File: src/rtl/cdf_pkg.sv
`default_nettype none
// ============================================================================
//  Module      : cdf_pkg
//  Description : Shared types and default widths for the CDF sequencer and
//                its bus interface.
//                  - cdf_state_t : sequencer FSM state encoding
//                  - CDF_DATA_W  : default bin-count / accumulate width
//                  - CDF_ADDR_W  : default histogram / store address width
//                  - CDF_BINS    : default number of histogram bins per frame
//  Revision    : 1.0  initial release
// ============================================================================
package cdf_pkg;

   localparam int CDF_DATA_W = 20;
   localparam int CDF_ADDR_W = 16;
   localparam int CDF_BINS   = 256;

   typedef enum logic [2:0] {
      S_IDLE    = 3'd0,
      S_READ    = 3'd1,
      S_DRAIN   = 3'd2,
      S_CAPTURE = 3'd3,
      S_DONE    = 3'd4
   } cdf_state_t;

endpackage : cdf_pkg
`default_nettype wire

File: src/rtl/cdf_sequencer_if.sv
`default_nettype none
// ============================================================================
//  Module      : cdf_sequencer_if
//  Description : Bundle of the control, histogram-RAM, accumulate-stage and
//                result signals of the CDF sequencer.
//                  control : start, abort (in)  busy, done (out)
//                  hist    : hist_rd_en, hist_rd_addr (out) hist_rd_data (in)
//                  acc     : acc_in, acc_start, acc_store_addr (out)
//                            acc_result, acc_cdf_min, acc_cdf_valid (in)
//                  result  : cdf_total, cdf_min, cdf_min_valid (out)
//                Directions above are as seen by the sequencer (master).
//                The slave modport is the surrounding pipeline.
//  Revision    : 1.0  initial release
// ============================================================================
interface cdf_sequencer_if
   import cdf_pkg::*;
#(
   parameter int ADDR_W = CDF_ADDR_W,
   parameter int DATA_W = CDF_DATA_W
);

   logic              start;
   logic              abort;
   logic              busy;
   logic              done;

   logic              hist_rd_en;
   logic [ADDR_W-1:0] hist_rd_addr;
   logic [DATA_W-1:0] hist_rd_data;

   logic [DATA_W-1:0] acc_in;
   logic              acc_start;
   logic [ADDR_W-1:0] acc_store_addr;
   logic [DATA_W-1:0] acc_result;
   logic [DATA_W-1:0] acc_cdf_min;
   logic              acc_cdf_valid;

   logic [DATA_W-1:0] cdf_total;
   logic [DATA_W-1:0] cdf_min;
   logic              cdf_min_valid;

   modport master (
      input  start, abort,
      input  hist_rd_data,
      input  acc_result, acc_cdf_min, acc_cdf_valid,
      output busy, done,
      output hist_rd_en, hist_rd_addr,
      output acc_in, acc_start, acc_store_addr,
      output cdf_total, cdf_min, cdf_min_valid
   );

   modport slave (
      output start, abort,
      output hist_rd_data,
      output acc_result, acc_cdf_min, acc_cdf_valid,
      input  busy, done,
      input  hist_rd_en, hist_rd_addr,
      input  acc_in, acc_start, acc_store_addr,
      input  cdf_total, cdf_min, cdf_min_valid
   );

endinterface : cdf_sequencer_if
`default_nettype wire

File: src/rtl/cdf_sequencer.sv
`default_nettype none
// ============================================================================
//  Module      : cdf_sequencer
//  Description : Sequencing controller for the CDF accumulate stage. On start
//                it reads bins 0..BINS-1 from the histogram RAM (one per
//                cycle), presents them to the accumulate stage one cycle later
//                together with the start qualifier and store address, then
//                captures the final cumulative total and the first non-zero
//                CDF value and pulses done.
//  Ports       : clock, reset         - clock, synchronous active-high reset
//                bus (master)         - control / RAM / accumulate / result
//                frame_count [15:0]   - completed-sweep counter, only present
//                                       when CDF_SEQ_FRAME_CNT_EN is defined
//  Options     : CDF_SEQ_FRAME_CNT_EN - adds frame_count output and counter
//  Revision    : 1.0  initial release
// ============================================================================
module cdf_sequencer
   import cdf_pkg::*;
#(
   parameter int BINS   = CDF_BINS,
   parameter int ADDR_W = CDF_ADDR_W,
   parameter int DATA_W = CDF_DATA_W
) (
   input  wire logic        clock,
   input  wire logic        reset,
   cdf_sequencer_if.master  bus
`ifdef CDF_SEQ_FRAME_CNT_EN
   ,
   output logic [15:0]      frame_count
`endif
);

   localparam logic [ADDR_W-1:0] C_LAST_ADDR = ADDR_W'(BINS - 1);

   cdf_state_t        r_state;
   cdf_state_t        w_state_next;

   logic              r_busy;
   logic              r_done;
   logic              r_rd_en;
   logic [ADDR_W-1:0] r_rd_addr;
   logic              r_acc_start;
   logic [ADDR_W-1:0] r_store_addr;
   logic [DATA_W-1:0] r_cdf_total;
   logic [DATA_W-1:0] r_cdf_min;
   logic              r_cdf_min_valid;

   // cdf_min of the sweep in flight is held in a shadow register and only
   // published at CAPTURE, so an aborted sweep leaves the previous sweep's
   // cdf_min visible while an all-zero sweep still publishes zero.
   logic              r_min_taken;
   logic [DATA_W-1:0] r_min_shadow;

   logic              w_sweep_start;
   logic              w_abort;
   logic              w_min_hit;
   logic [DATA_W-1:0] w_min_value;

   assign w_sweep_start = (r_state == S_IDLE) && bus.start;
   assign w_abort       = bus.abort && ((r_state == S_READ) || (r_state == S_DRAIN));

   // First acc_cdf_valid pulse of the sweep; the bypass lets a pulse that
   // lands in the CAPTURE cycle itself (non-zero only in the last bin) be
   // published together with the total.
   assign w_min_hit   = bus.acc_cdf_valid && !r_min_taken && (r_state != S_IDLE);
   assign w_min_value = w_min_hit ? bus.acc_cdf_min : r_min_shadow;

   // ------------------------------------------------------------------------
   // Next-state logic
   // ------------------------------------------------------------------------
   always_comb begin
      w_state_next = r_state;
      case (r_state)
         S_IDLE: begin
            if (bus.start) begin
               w_state_next = S_READ;
            end
         end
         S_READ: begin
            if (bus.abort) begin
               w_state_next = S_IDLE;
            end else if (r_rd_addr == C_LAST_ADDR) begin
               w_state_next = S_DRAIN;
            end
         end
         S_DRAIN: begin
            if (bus.abort) begin
               w_state_next = S_IDLE;
            end else begin
               w_state_next = S_CAPTURE;
            end
         end
         S_CAPTURE: w_state_next = S_DONE;
         S_DONE:    w_state_next = S_IDLE;
         default:   w_state_next = S_IDLE;
      endcase
   end

   // ------------------------------------------------------------------------
   // State register and registered outputs
   // ------------------------------------------------------------------------
   always_ff @(posedge clock) begin
      if (reset) begin
         r_state         <= S_IDLE;
         r_busy          <= 1'b0;
         r_done          <= 1'b0;
         r_rd_en         <= 1'b0;
         r_rd_addr       <= '0;
         r_acc_start     <= 1'b0;
         r_store_addr    <= '0;
         r_cdf_total     <= '0;
         r_cdf_min       <= '0;
         r_cdf_min_valid <= 1'b0;
         r_min_taken     <= 1'b0;
         r_min_shadow    <= '0;
      end else begin
         r_state <= w_state_next;

         // Decoded from the next state so the outputs line up with the
         // state they describe while still coming straight from flops.
         r_busy  <= (w_state_next != S_IDLE);
         r_done  <= (w_state_next == S_DONE);
         r_rd_en <= (w_state_next == S_READ);

         if (w_state_next == S_READ) begin
            r_rd_addr <= (r_state == S_READ) ? r_rd_addr + 1'b1 : '0;
         end else begin
            r_rd_addr <= '0;
         end

         // One-cycle delay matching the RAM read latency.
         r_acc_start  <= r_rd_en;
         r_store_addr <= r_rd_addr;

         if (w_sweep_start) begin
            r_min_taken  <= 1'b0;
            r_min_shadow <= '0;
         end else if (w_min_hit) begin
            r_min_taken  <= 1'b1;
            r_min_shadow <= bus.acc_cdf_min;
         end

         if (w_sweep_start || w_abort) begin
            r_cdf_min_valid <= 1'b0;
         end else if (r_state == S_CAPTURE) begin
            r_cdf_min_valid <= r_min_taken || w_min_hit;
         end

         // acc_result holds the full sum during CAPTURE; the accumulator
         // clears on the same edge because acc_start is already low.
         if (r_state == S_CAPTURE) begin
            r_cdf_total <= bus.acc_result;
            r_cdf_min   <= w_min_value;
         end
      end
   end

   assign bus.busy           = r_busy;
   assign bus.done           = r_done;
   assign bus.hist_rd_en     = r_rd_en;
   assign bus.hist_rd_addr   = r_rd_addr;
   assign bus.acc_start      = r_acc_start;
   assign bus.acc_store_addr = r_store_addr;
   assign bus.cdf_total      = r_cdf_total;
   assign bus.cdf_min        = r_cdf_min;
   assign bus.cdf_min_valid  = r_cdf_min_valid;

   // RAM read data arrives from the RAM's own output register in the same
   // cycle as acc_start; it is gated so acc_in is zero whenever no bin is
   // being presented (including straight out of reset).
   assign bus.acc_in = r_acc_start ? bus.hist_rd_data : '0;

`ifdef CDF_SEQ_FRAME_CNT_EN
   // ------------------------------------------------------------------------
   // Completed-sweep counter; CAPTURE always leads to DONE, so counting on
   // the CAPTURE edge makes the new value visible alongside done.
   // ------------------------------------------------------------------------
   logic [15:0] r_frame_count;

   always_ff @(posedge clock) begin
      if (reset) begin
         r_frame_count <= '0;
      end else if (r_state == S_CAPTURE) begin
         r_frame_count <= r_frame_count + 16'd1;
      end
   end

   assign frame_count = r_frame_count;
`endif

endmodule : cdf_sequencer
`default_nettype wire

File: src/flat_wrapper.sv
// flat-port wrapper written by rule: the top's interface ports become plain ports
module cdf_sequencer_flat import cdf_pkg::*;
#(
   parameter int BINS   = CDF_BINS,
   parameter int ADDR_W = CDF_ADDR_W,
   parameter int DATA_W = CDF_DATA_W
)
  (clock, reset, bus_start, bus_abort, bus_hist_rd_data, bus_acc_result, bus_acc_cdf_min, bus_acc_cdf_valid, bus_busy, bus_done, bus_hist_rd_en, bus_hist_rd_addr, bus_acc_in, bus_acc_start, bus_acc_store_addr, bus_cdf_total, bus_cdf_min, bus_cdf_min_valid);
  cdf_sequencer_if #(.ADDR_W(ADDR_W), .DATA_W(DATA_W)) bus_i ();
  input  wire logic clock;
  input  wire logic reset;
  input wire logic [$bits(bus_i.start)-1:0] bus_start;
  input wire logic [$bits(bus_i.abort)-1:0] bus_abort;
  input wire logic [$bits(bus_i.hist_rd_data)-1:0] bus_hist_rd_data;
  input wire logic [$bits(bus_i.acc_result)-1:0] bus_acc_result;
  input wire logic [$bits(bus_i.acc_cdf_min)-1:0] bus_acc_cdf_min;
  input wire logic [$bits(bus_i.acc_cdf_valid)-1:0] bus_acc_cdf_valid;
  output wire logic [$bits(bus_i.busy)-1:0] bus_busy;
  output wire logic [$bits(bus_i.done)-1:0] bus_done;
  output wire logic [$bits(bus_i.hist_rd_en)-1:0] bus_hist_rd_en;
  output wire logic [$bits(bus_i.hist_rd_addr)-1:0] bus_hist_rd_addr;
  output wire logic [$bits(bus_i.acc_in)-1:0] bus_acc_in;
  output wire logic [$bits(bus_i.acc_start)-1:0] bus_acc_start;
  output wire logic [$bits(bus_i.acc_store_addr)-1:0] bus_acc_store_addr;
  output wire logic [$bits(bus_i.cdf_total)-1:0] bus_cdf_total;
  output wire logic [$bits(bus_i.cdf_min)-1:0] bus_cdf_min;
  output wire logic [$bits(bus_i.cdf_min_valid)-1:0] bus_cdf_min_valid;
  assign bus_i.start = bus_start;
  assign bus_i.abort = bus_abort;
  assign bus_i.hist_rd_data = bus_hist_rd_data;
  assign bus_i.acc_result = bus_acc_result;
  assign bus_i.acc_cdf_min = bus_acc_cdf_min;
  assign bus_i.acc_cdf_valid = bus_acc_cdf_valid;
  assign bus_busy = bus_i.busy;
  assign bus_done = bus_i.done;
  assign bus_hist_rd_en = bus_i.hist_rd_en;
  assign bus_hist_rd_addr = bus_i.hist_rd_addr;
  assign bus_acc_in = bus_i.acc_in;
  assign bus_acc_start = bus_i.acc_start;
  assign bus_acc_store_addr = bus_i.acc_store_addr;
  assign bus_cdf_total = bus_i.cdf_total;
  assign bus_cdf_min = bus_i.cdf_min;
  assign bus_cdf_min_valid = bus_i.cdf_min_valid;
  cdf_sequencer #(.BINS(BINS), .ADDR_W(ADDR_W), .DATA_W(DATA_W)) u_core (.clock(clock), .reset(reset), .bus(bus_i));
endmodule
File: config.mk
export PLATFORM = sky130hd
export DESIGN_NAME = cdf_sequencer_flat
export DESIGN_NICKNAME = d
export VERILOG_FILES = /design/src/rtl/cdf_pkg.sv /design/src/rtl/cdf_sequencer_if.sv /design/src/rtl/cdf_sequencer.sv /design/src/flat_wrapper.sv
export SDC_FILE = /design/constraint.sdc
export NUM_CORES = 1
export LEC_CHECK = 0
export ABC_AREA = 0
export CAP_MARGIN = 20
export CORE_ASPECT_RATIO = 0.6
export CORE_MARGIN = 2
export CORE_UTILIZATION = 42
export DETAILED_ROUTE_END_ITERATION = 7
export PLACE_DENSITY = 0.88
export SYNTH_ARGS = -nofsm -noshare
export SYNTH_HDL_FRONTEND = slang
export SYNTH_SLANG_ARGS = --single-unit
File: constraint.sdc
create_clock -name clock -period 2.2 [get_ports clock]
set_clock_uncertainty 0.05 [all_clocks]
set_input_delay 0.66 -clock clock [delete_from_list [all_inputs] [get_ports clock]]
set_output_delay 0.66 -clock clock [all_outputs]
set_load 0.05 [all_outputs]
==> results.txt, run 1 <==
* Number of I/O port buffers: 161
- Max-cap violations: 0
- After clock tree synthesis, the flow added hold-fix buffers numbering 0.
* Post-layout nets: 617
- Timing would allow up to 461 MHz.
- The routed design could run at a clock period as short as 2.17 ns.
- The path class of the tightest hold or removal check is flip-flop to flip-flop.
* Biggest area contributors in the synthesized netlist: dfxtp_1, nor2_1, mux2i_1
- After clock tree synthesis, the repair step resized 12 gates.
- Leftover overflow at the end of global routing: 0
* Top cells by instance count after synthesis: dfxtp_1, nor2_1, nand2_1
- In the final routed layout, each cell accounts on average for 15.0 um.
- Once the floorplan was initialized, standard cells occupied 43.2% of the core.
- Largest net degree at the start of global routing: 62
- Worst-case headroom to the max-slew limit: 42.7%
- Along the worst path, the maximum fanout reaches 1.
* Number of placement rows: 26
* Cell Pwr Density: 670 mW/mm^2
- Filler Cell Count: 639
- Of all flip-flops after synthesis, the portion carrying an async set or reset was 0%.
- Synth warn: 0
- After clock tree synthesis, the setup repair step added 0 buffers.
- The core region is 0.00849 mm^2.
- Registers take 0.00202 mm^2.
* Cell with the largest stage delay on the worst path: clkdlybuf4s50_1
- STA classifies the critical path endpoint as a primary output.
- Number of hold-slack violations in the final timing report: 0
- Max clock buf depth: 2
- In this design, the stage delay of the slowest critical-path cell is 0.46 ns.
- The critical path goes through clkdlybuf4s50_1 -> and2_1 -> buf_12.
* Fraction of the cycle the final worst path needs: 98.7%
- In the routed design, unresolved DRC markers number 0.
* Endpoint arrival time on the critical path: 1.46 ns
- Wire length of the first global-routing pass: 16300 um
* Antenna violations before repair: 0
- Setup violations remaining at the end of the flow were counted as 0.
- Area Overhead vs Synth: 61.4%
* Overall track demand over capacity in global routing: 21.2%
- Result of the run: finished, final reports clean
- Vertical die dimension: 76.4 um
* Yosys reg bits: 101
- Cell with the most instances after synthesis: dfxtp_1
- Overall routed net length: 10000 um
- Remaining number of nets flagged by the antenna check after routing: 0
- The tree is rooted in a clkbuf_16.
- Part of the power in registers: 46.8%
* Fraction of power spent switching nets: 20.0%
- ANT cells: 0
- Summing all multi-input logic gate instances after layout gives 0.00151 mm^2.
- TritonCTS built the clock tree.
- Biggest area consumer among synthesized cells: dfxtp_1
* DIE AREA: 0.00951 mm^2
* Worst Max-Slew Pin Slew: 0.857 ns
- In the routed layout, each cell is associated on average with a via count of 4.86.
- Number of global-route vias before repair: 3211
- The worst setup path is launched from an input pin.
- Peak supply drop: 0.000445 V
- Layout cells sized above 1: 14.9%
* Setup TNS: 0 ns
* Syn Std Cell Area: 0.00366 mm^2
- After the first detailed-routing iteration, the DRC count stood at 98.
- Setup Crit Path Kind: input pin to primary output
* Share of the synthesized area in the top cell type: 55.2%
- For this design, the sink count on the clock tree is 101.
- Hpwl dp: 7250 um
- Counting the buffers created by CTS gives 9.
- The synthesized design contains 0 enable-type register cells.
- The netlist uses 34 different library cells.
- Clock share of power: 44.7%
- For this design the top-level I/O count stands at 162.
- Before CTS, the worst setup slack after placement is -0.0166 ns.
* Number of detailed-route iterations in the first pass: 4
- In this run the number of H-tree levels came out at 3.
* Net switching power of the design: 0.793 mW
* Die width: 125 um
* Combinational fraction of design power: 8.5%
* Net count after synthesis: 461
- Cell internal power was estimated by the tool at 3.17 mW.
- CTS clk-pin slew, worst paths: 0.06 ns
* Slew Limit Fails: 0
- For this design the static power due to leakage is 2.57 nW.
- Sequential elements use 55.2% of the synthesized area.
* Minimum setup slack in the final design: 0.0291 ns
- At the worst endpoint, the required time is 1.49 ns.
- Leading register cell type out of synthesis: dfxtp_1
- Clock insertion delay at the later pin of the skew report: 0.33 ns
- The detailed router placed 3245 vias in this run.
- Mean area per synthesized cell: 9.28 um^2
* Cell count after synthesis: 395
* Final GP Congestion: 0.874
==> logic make-up (layout without fill, tap and decap cells) <==
kind of cell / count (synthesis) / after routing / synth area share (%)
AOI/OAI and AO/OA: 47 / 47 / 7.95
buffers and inverters: 31 / 192 / 3.86
DFF: 101 / 101 / 55.2
muxes: 21 / 21 / 5.77
and+or+nand+nor: 180 / 180 / 23.6
adders and majority gates: 1 / 1 / 0.341
xor gates and xnor gates: 14 / 14 / 3.35
==> area by class of cell <==
cell class | count | share of cell area, %
well taps | 112 | 2.37
flip-flops and latches | 101 | 34.2
clock inverters | 4 | 1.61
repair buffers | 169 | 31.7
clock buffers | 12 | 4.17
inverters | 7 | 0.444
multi-input cells | 263 | 25.5
==> routing by layer <==
layer | vias up | GRT usage, % | wire length [um]
li1 | 1624 | - | -
met1 | 1497 | 25.1 | 4290
met2 | 112 | 36.2 | 4860
met3 | 12 | 7.72 | 768
met4 | 0 | 6.40 | 123
met5 | - | 0 | 0
==> registers in the layout, summed over array words and instances, names as in the netlist <==
signal	flops
u_core.bus.hist_rd_en	1
u_core.r_min_shadow	20
u_core.bus.busy	1
u_core.bus.cdf_min_valid	1
u_core.r_state	3
u_core.bus.hist_rd_addr	16
u_core.bus.acc_store_addr	16
u_core.bus.done	1
u_core.bus.cdf_total	20
u_core.bus.acc_start	1
u_core.bus.cdf_min	20
u_core.r_min_taken	1
==> metrics by stage <==
| step | power, mW | cells | utilization, % | area (um^2) | hold WS, ns |
|---|---|---|---|---|---|
| floorplan | 2.03 | 395 | - | 3660 | 0.390 |
| global placement | 2.22 | 652 | 65.2 | 5530 | 0.393 |
| detailed placement | 2.23 | 652 | 65.2 | 5530 | 0.397 |
| CTS | 4.00 | 668 | 69.0 | 5860 | 0.406 |
| global route | 4.10 | 668 | 69.7 | 5920 | 0.430 |
| finish | 3.96 | 668 | 69.7 | 5920 | 0.401 |
==> cells in the final DEF (no fill, tap or decap), drive strengths merged, types with 2 or more instances in the layout <==
cell type,instances
dfxtp,101
nor3,8
nor2,68
nand3,8
mux2i,20
nand2b,2
xor2,2
nand4,4
clkbuf,12
and2,20
bufinv,3
or4,2
inv,7
nand2,45
a211oi,20
a21oi,24
dlygate4sd2,12
buf,62
xnor2,12
nor2b,14
dlymetal6s2s,22
clkdlybuf4s50,73
nor4,4
==> final timing paths <==
check                                  start                    endpoint  slack, ns  depth (start not counted)
setup reg to reg  u_core.bus.hist_rd_addr[1]  u_core.bus.hist_rd_addr[8]       0.34                          6
setup / recovery        bus_hist_rd_data[15]              bus_acc_in[15]       0.03                          3
hold / removal       u_core.bus.cdf_total[4]     u_core.bus.cdf_total[4]       0.40                          2
hold reg to reg      u_core.bus.cdf_total[4]     u_core.bus.cdf_total[4]       0.40                          2
==> worst max-delay path: cells and delay by family <==
family / cells / cell delay (ns)
buffers and inverters: 2 / 0.61
and+or+nand+nor: 1 / 0.18
==> power by group through the flow <==
stage                     sequential [mW]  combinational [mW]  clock, mW
after floorplan                      1.91               0.122          0
after global placement               1.89               0.331          0
after detailed placement             1.89               0.338          0
after CTS                            1.85               0.339       1.81
after global routing                 1.85               0.356       1.89
final                                1.85               0.339       1.77
Note: power is estimated with default switching activity, not from simulation.
==> run 2, diff against run 1 <==
ABC_AREA = unset   (was 0)
SKIP_CTS_REPAIR_TIMING = 1   (was unset)
==> run 2 against run 1 <==
  * Count of clock-buffer cells in the layout unchanged
  * First-iteration DRC count down 6.1%
  * Combinational power about the same
  * Non-clock buffer count unchanged
  * Final cell count unchanged
  * Die area stayed put
  * Via count decreased by 0.55%
  * Wire length down 0.16%
  * Cell area rose by 0.76%
  * Critical endpoint unchanged
==> results.txt, run 2 (synthesis gave the netlist of run 1 again) <==
* Result of the run: finished, final reports clean (unchanged)
* Remaining number of nets flagged by the antenna check after routing: 0 (unchanged)
- The effective utilization at floorplan is 43.2% (unchanged).
- The count of port buffers added during placement was 161 (unchanged).
- The TritonCTS clock tree was done (unchanged).
- Number of ports placed on the die boundary: 162 (unchanged)
- The final net count is 617 (unchanged).
- The met3 global-route usage is 7.72% (unchanged).
* Endpoint arrival time on the critical path: 1.46 ns (about the same)
* Setup Crit Path Kind: input pin to primary output (unchanged)
* Number of hold-slack violations in the final timing report: 0 (unchanged)
* CTS clk-pin slew, worst paths: 0.06 ns (about the same)
* Worst hold slack after final layout: 0.401 ns (about the same)
- The largest fanout on the critical path was 1 (unchanged).
- Leading cell type in the layout, fill and taps excluded: dfxtp_1 (unchanged)
* Max-cap violations: 0 (unchanged)
- Met2 capacity usage during global routing: 36.1% (was 36.2%)
- Highest-count cells in the layout ignoring fill and taps: dfxtp_1, clkdlybuf4s50_1, nor2_1 (unchanged).
- The combined flip-flop and latch cell area is 0.00202 mm^2 (unchanged).
- The combinational share of power came to 8.5% (about the same).
- The placeable core region was 0.00849 mm^2 (unchanged).
- Number of placement rows: 26 (unchanged)
* Slew Limit Fails: 0 (unchanged)
- ANT cells: 0 (unchanged)
- Leftover overflow at the end of global routing: 0 (unchanged)
* Level count of the clock H-tree: 3 (unchanged)
- The number of clock sinks seen by CTS was 101 (unchanged).
- The area overhead of the layout relative to synthesis is 62.6% (was 61.4%).
* Clock share of power: 44.7% (about the same)
- The routability congestion estimate was 0.874 (unchanged).
* Tot Pwr: 3.96 mW (about the same)
* Peak supply drop: 0.000445 V (about the same)
- The post-route worst setup slack came to 0.0287 ns (was 0.0291 ns).
- The overall die width is 125 um (unchanged).
* Most Crowded Layer GR: met2 (unchanged)
* Internal Dissipation: 3.17 mW (about the same)
- The number of iterations in the first detailed-routing pass was 6 (was 4).
- The initial DRC count is 92 (was 98).
- Max clock buf depth: 2 (unchanged)
- Static leakage: 2.74 nW (was 2.57 nW)
- The post-detailed-routing wire length was 10000 um (about the same).
- The per-cell routed wire length was 15.0 um (about the same).
- The required time of the critical path came to 1.49 ns (about the same).
* CTS Buf Count: 9 (unchanged)
* Part of the power in registers: 46.8% (about the same)
* Vertical die dimension: 76.4 um (unchanged)
- Clock insertion delay at the later pin of the skew report: 0.33 ns (about the same)
- The maximum number of pins on one net before global-route repair was 62 (unchanged).
- The net switching share of the total power is 20.0% (about the same).
- Min Tclk post-route: 2.17 ns (about the same)
- Routed via count divided by cell count: 4.83 (was 4.86)
- The global-route track usage on met1 was 25.1% (about the same).
* Overall track demand over capacity in global routing: 21.2% (about the same)
* Worst setup slack after placement: -0.0166 ns (unchanged)
* DIE AREA: 0.00951 mm^2 (unchanged)
* Hpwl dp: 7250 um (unchanged)
* Root Buffer Master: clkbuf_16 (unchanged)
* Max Clock Freq: 461 MHz (about the same)
- Remaining DRCs: 0 (unchanged)
- Worst Hold Class: flip-flop to flip-flop (unchanged)
- The via count of the first global-routing pass was 3212 (was 3211).
- Worst Max-Slew Pin Slew: 0.853 ns (was 0.857 ns)
* Area of the multi-input gates: 0.00151 mm^2 (unchanged)
- Net switching power of the design: 0.793 mW (about the same)
- The number of antenna violations at the first check in global routing came to 0 (unchanged).
- Critical Path Start Type: input pin (unchanged)
- Detailed-route via count: 3227 (was 3245)
* Fraction of the cycle the final worst path needs: 98.7% (about the same)
- Crit path capture type: primary output (unchanged)
- The fill cell instance count of the final layout came to 622 (was 639).
- Cell Pwr Density: 665 mW/mm^2 (was 670 mW/mm^2)
- The worst max-slew margin expressed relative to the limit was 43.0% (was 42.7%).
* Unrepaired setup endpoints after global routing: false
* Layout cells sized above 1: 14.9% (unchanged)
- Setup violation total in the final timing report: 0 (unchanged)
- Wire length of the first global-routing pass: 16300 um (about the same)
-- run 2: cell types whose count changed in the layout (fill, tap and decap cells not counted) --
cell / change
dlygate4sd2_1: -12
dlymetal6s2s_1: +12
-- run 2: worst paths after layout --
check	from	end	slack, ns	depth (start not counted)
max	bus_hist_rd_data[15]	bus_acc_in[15]	0.03	3
min	u_core.bus.cdf_total[4]	u_core.bus.cdf_total[4]	0.40	2
max reg2reg	u_core.bus.hist_rd_addr[1]	u_core.bus.hist_rd_addr[8]	0.34	6
min reg2reg	u_core.bus.cdf_total[4]	u_core.bus.cdf_total[4]	0.40	2
-- run 2: power groups by stage --
stage / Combinational (mW) / Clock [mW] / Sequential [mW]
floorplan: 0.122 / 0 / 1.91
global placement: 0.331 / 0 / 1.89
detailed placement: 0.338 / 0 / 1.89
CTS: 0.339 / 1.81 / 1.85
global route: 0.355 / 1.89 / 1.85
finish: 0.338 / 1.77 / 1.85
-- run 2: per-layer routing --
metal / part of all wire, % / routed length (um) / up-vias
met1: 43 / 4260 / 1491
li1: - / - / 1620
met5: 0 / 0 / -
met3: 7.5 / 757 / 12
met2: 49 / 4880 / 104
met4: 1.3 / 126 / 0
-- run 2: worst max-delay path: stages --
cell             delay [ns]
clkdlybuf4s50_1        0.46
and2_1                 0.18
buf_12                 0.15
-- run 2: layout make-up --
class	count	share of cell area [%]
timing repair buffer	169	32.2
multi-input combinational	263	25.3
inverter	7	0.441
clock inverter	4	1.60
tap	112	2.35
clock buffer	12	4.14
sequential	101	33.9
-- run 2: per-stage QoR --
stage | instances | instance area, um^2 | utilization [%] | setup TNS [ns]
2_1_floorplan | 395 | 3660 | - | 0
3_3_place_gp | 652 | 5530 | 65.2 | 0
3_5_place_dp | 652 | 5530 | 65.2 | -0.0340
4_1_cts | 668 | 5870 | 69.2 | -0.157
5_1_grt | 668 | 5960 | 70.2 | 0
6_report | 668 | 5960 | 70.2 | 0
